`config.mk`:
```
export PLATFORM = sky130hd
export DESIGN_NAME = mac_accumulator
export DESIGN_NICKNAME = d
export VERILOG_FILES = /design/src/rtl/mac_accumulator.sv
export SDC_FILE = /design/constraint.sdc
export NUM_CORES = 1
export LEC_CHECK = 0
export BUFFER_PORTS_ARGS = -buffer_cell sky130_fd_sc_hd__buf_4
export CAP_MARGIN = 20
export CORE_AREA = 4 4 106 108
export CTS_BUF_LIST = sky130_fd_sc_hd__clkbuf_8 sky130_fd_sc_hd__clkbuf_16
export CTS_CLUSTER_SIZE = 12
export DETAILED_ROUTE_END_ITERATION = 16
export DIE_AREA = 0 0 110 112
export SYNTH_ARGS = -nofsm -noshare
export SYNTH_HDL_FRONTEND = slang
export SYNTH_SLANG_ARGS = --single-unit
```
`constraint.sdc`:
```
create_clock -name clk -period 5.7 [get_ports clk]
set_clock_uncertainty 0.15 [all_clocks]
set_input_delay 0.285 -clock clk [delete_from_list [all_inputs] [get_ports clk]]
set_output_delay 0.285 -clock clk [all_outputs]
set_load 0.01 [all_outputs]
```
`src/rtl/mac_accumulator.sv`:
```
// Signed 4x4 multiply-accumulate over a programmable number of terms (1..16),
// with a valid/ready beat input and a held result that waits for a consumer handshake.
module mac_accumulator #(
    parameter int unsigned ACC_W = 20
) (
    input  logic             clk,
    input  logic             rst,
    input  logic             start,
    input  logic [3:0]       len,
    input  logic             clear,
    input  logic [3:0]       a,
    input  logic [3:0]       b,
    input  logic             in_valid,
    output logic             in_ready,
    output logic [ACC_W-1:0] result,
    output logic             out_valid,
    input  logic             out_ready,
    output logic             busy
);

    localparam int unsigned PROD_W = 8;
    localparam int unsigned EXT_W  = ACC_W - PROD_W;
    localparam int unsigned CNT_W  = 5;

    typedef enum logic [1:0] {
        S_IDLE = 2'd0,
        S_ACC  = 2'd1,
        S_HOLD = 2'd2
    } state_t;

    state_t             state_q, state_d;
    logic [ACC_W-1:0]   acc_q, acc_d;
    logic [CNT_W-1:0]   cnt_q, cnt_d;
    logic [CNT_W-1:0]   len_q, len_d;
    logic               in_ready_q, in_ready_d;
    logic               out_valid_q, out_valid_d;
    logic               busy_q, busy_d;

    logic signed [PROD_W-1:0] prod_c;
    logic [CNT_W-1:0]         cnt_inc_c;

    // Both operands are sign-extended to 8 bits so -8*-8 = +64 stays exact.
    always_comb begin
        prod_c    = $signed({{4{a[3]}}, a}) * $signed({{4{b[3]}}, b});
        cnt_inc_c = cnt_q + CNT_W'(1);
    end

    // Next-state, datapath and output decode.
    always_comb begin
        state_d = state_q;
        acc_d   = acc_q;
        cnt_d   = cnt_q;
        len_d   = len_q;

        unique case (state_q)
            S_IDLE: begin
                if (start) begin
                    len_d   = (len == 4'd0) ? CNT_W'(16) : CNT_W'(len);
                    acc_d   = '0;
                    cnt_d   = '0;
                    state_d = S_ACC;
                end
            end
            S_ACC: begin
                if (in_valid) begin
                    acc_d = acc_q + {{EXT_W{prod_c[PROD_W-1]}}, prod_c};
                    cnt_d = cnt_inc_c;
                    if (cnt_inc_c == len_q) begin
                        state_d = S_HOLD;
                    end
                end
            end
            S_HOLD: begin
                if (out_ready) begin
                    state_d = S_IDLE;
                end
            end
            default: begin
                state_d = S_IDLE;
            end
        endcase

        // Abort wins over every other transition.
        if (clear) begin
            state_d = S_IDLE;
            acc_d   = '0;
            cnt_d   = '0;
        end

        in_ready_d  = (state_d == S_ACC);
        out_valid_d = (state_d == S_HOLD);
        busy_d      = (state_d != S_IDLE);
    end

    always_ff @(posedge clk or posedge rst) begin
        if (rst) begin
            state_q     <= S_IDLE;
            acc_q       <= '0;
            cnt_q       <= '0;
            len_q       <= '0;
            in_ready_q  <= 1'b0;
            out_valid_q <= 1'b0;
            busy_q      <= 1'b0;
        end else begin
            state_q     <= state_d;
            acc_q       <= acc_d;
            cnt_q       <= cnt_d;
            len_q       <= len_d;
            in_ready_q  <= in_ready_d;
            out_valid_q <= out_valid_d;
            busy_q      <= busy_d;
        end
    end

    assign in_ready  = in_ready_q;
    assign out_valid = out_valid_q;
    assign busy      = busy_q;
    assign result    = acc_q;

endmodule

```
==> reports/summary.txt <==
Tmin final: 5320 ps
syn nets: 391
clk_lat worst skew: 290 ps
slowest stage delay, CP: 560 ps
worst slew pin tran: 934 ps
Post-synth EDFFs: 0
Seq. cell area: 876 µm²
wirelength, routed: 7.17 mm
DP Cell Count: 510
Fmax: 188 MHz
initial antenna violation count: 0
CTS tree: yes
dpl hpwl: 5.47 mm
Area after DPL: 3560 µm²
NetSw: 537 µW
vias in the first global route: 2,581
Crit Path Class: input port to flop
sequential fraction of the synthesis area: 28.9%
TritonCTS buffer count: 5
r2r endpoint: result[14]$_DFFE_PP0P_
GRT overflow: 0
first-pass GRT wire length: 12.4 mm
most used routing layer: met2
hold path startpoint: clear
P_int: 752 µW
critical path data required time: 5690 ps
DRT antenna net count: 0
CP endpoint kind: flop
Worst R2R Path Depth: 10
Critical Path Slowest Stage Cell: fa_1
Max clock buf depth: 2
fraction of registers with async set/reset: 100%
# DRC: 0
largest net degree at the start of global routing: 36
vias per std cell: 4.89
Syn Inst Count: 328
CP delay by family, top: adder cells
Core Rows: 37
CP startpoint kind: input port
Filler cells: 1,033
MaxCap Viol Count: 0
Synth cell types: 54
Clock Sinks: 35
HP Class: input port to flop
# diodes: 0
port bufs: 40
Synth area leaders: dfrtp_1 (29%), ha_1 (14%), fa_1 (6.6%)
FF+latch count, synth: 35
GRT met1 Usage: 17.4%
Clock transition at path regs: 90 ps
Final #Nets: 445
GR Layer Usage met3: 2.43%
DR pass1 iterations: 4
Design Area, Final: 3680 µm²
Max Slew Vio Count: 0
Leak: 1.79 nW
share of cells above drive strength 1: 20.1%
CP max FO: 11
Total Routing Usage GR: 12.2%
synth cell count leaders: dfrtp_1 (35), ha_1 (35), nand2_1 (35)
Yosys top cell by area: dfrtp_1
Final Hold Viols: 0
final instance count without filler cells: 519
pwr dens: 350 nW/µm²
share of the synthesized area in the top cell type: 28.9%
status: complete, no violations
met2 usage: 19.4%
utilization after layout: 36.0%
chip height: 112 µm
crit path buf inv count: 4
Die ar.: 12,300 µm²
Syn. warnings: 0
WP data arrival: 5310 ps
Die X-Extent: 110 µm
ys flop type: dfrtp_1
Synth-to-Final Area Change: 21.6%
Starting Density: 29.6%
Synth Cell Area: 3030 µm²
WL/cell: 13.8 µm
I/O pins: 41
syn avg cell area: 9.24 µm²
Tcrit/Tclk final: 93.4%
Hold Path End: state_q[1]$_DFF_PP0_
DR vias: 2,538
Max IR drop VDD: 0.145 mV
Net Sw Frac: 41.6%
R2R setup slack: 2890 ps
Worst slew margin: 37.6%
Worst path most repeated cell: fa_1
Final setup viols: 0
post-route setup TNS: 0 ps
Min-Delay Path Depth: 2
Comb pwr share: 58.1%
area of the multi-input gates: 2040 µm²
Clock Power Share: 18.7%
drt first-iter violations: 114
Power, Total: 1.29 mW
setup bufs post-CTS: 0
Reg2Reg Launch Point: result[0]$_DFFE_PP0P_
critical-path cell list: buf_4 -> nand2b_1 -> fa_1 -> fa_1 -> fa_1 -> inv_1 -> ha_1 -> fa_1 -> a21o_1 -> a21oi_1 -> xnor2_1 -> inv_1 -> ha_1 -> a2111oi_0 -> buf_4 -> a21oi_1 -> nor4_1 -> xor2_1 -> o21ai_0
H-tree depth: 2
routability cong.: 0.868
core box area: 10,200 µm²
CTS root buf: clkbuf_8
sequential cell fraction of total power: 23.2%
RSZ-0062 raised after global routing: no
cell usage in the layout, fill, tap and decap left out, types with 3 or more instances in the layout:
master	count
clkbuf_8	5
mux2i_1	3
o31ai_1	3
nor3b_1	3
o21ai_0	26
a21oi_1	26
nand4_1	4
nor2_1	15
o21a_1	5
and2_1	11
inv_1	15
ha_1	35
nor2b_1	6
xnor2_1	13
a32o_1	3
dfrtp_1	35
xor2_1	10
a21o_1	9
or3_1	5
buf_4	55
nand3_1	7
mux2_2	5
nand2_1	35
fa_1	10
metrics by stage:
stage	setup WS, ps	hold slack [ps]
final	377	45.0
after global routing	6.33	41.6
after CTS	364	41.0
after detailed placement	89.0	293
after global placement	210	285
after floorplan	369	198
flip-flops by register name (all words and copies together) (netlist names):
| register | flops |
|---|---|
| out_valid | 1 |
| in_ready | 1 |
| len_q | 5 |
| cnt_q | 5 |
| result | 20 |
| state_q | 2 |
| busy | 1 |
power groups by stage:
| stage | Clock (mW) | Sequential (mW) | Combinational [mW] |
|---|---|---|---|
| after floorplan | 0 | 0.307 | 0.523 |
| after global placement | 0 | 0.304 | 0.728 |
| after detailed placement | 0 | 0.304 | 0.742 |
| after CTS | 0.246 | 0.299 | 0.750 |
| after global routing | 0.261 | 0.303 | 0.843 |
| final | 0.241 | 0.299 | 0.750 |
logic make-up (layout without fill, tap and decap cells):
kind of cell,after synthesis,count (layout),synth area share (%)
xor+xnor,23,23,6.65
fa+ha+maj,45,45,21.1
buf+inv,24,79,3.72
flops,35,35,28.9
compound gates,94,94,20.1
simple gates,99,99,16.7
mux,8,8,2.85
layout make-up:
| class | instances | area share, % |
|---|---|---|
| Clock inverter | 3 | 1.29 |
| Timing Repair Buffer | 56 | 11.5 |
| Tap cell | 136 | 4.62 |
| Multi-Input combinational cell | 269 | 55.4 |
| Sequential cell | 35 | 23.8 |
| Inverter | 15 | 1.53 |
| Clock buffer | 5 | 1.87 |
per-layer routing:
metal	vias up	part of all wire [%]
li1	1287	-
met1	1212	49
met2	35	47
met3	4	3.8
met4	0	0.39
met5	-	0
worst max path at each step:
stage	from	to	cells past startpoint
after floorplan	a[0]	result[19]$_DFFE_PP0P_	20
after global placement	a[0]	result[14]$_DFFE_PP0P_	19
after detailed placement	a[0]	result[14]$_DFFE_PP0P_	19
after CTS	a[0]	result[14]$_DFFE_PP0P_	19
after global routing	a[0]	result[14]$_DFFE_PP0P_	19
final	a[0]	result[14]$_DFFE_PP0P_	19
timing repair:
action,CTS,global route
gates resized for setup,0,0
hold buffers,1,0
hold endpoints to repair,35,0
No activity file was read; power rests on OpenSTA's default activity.
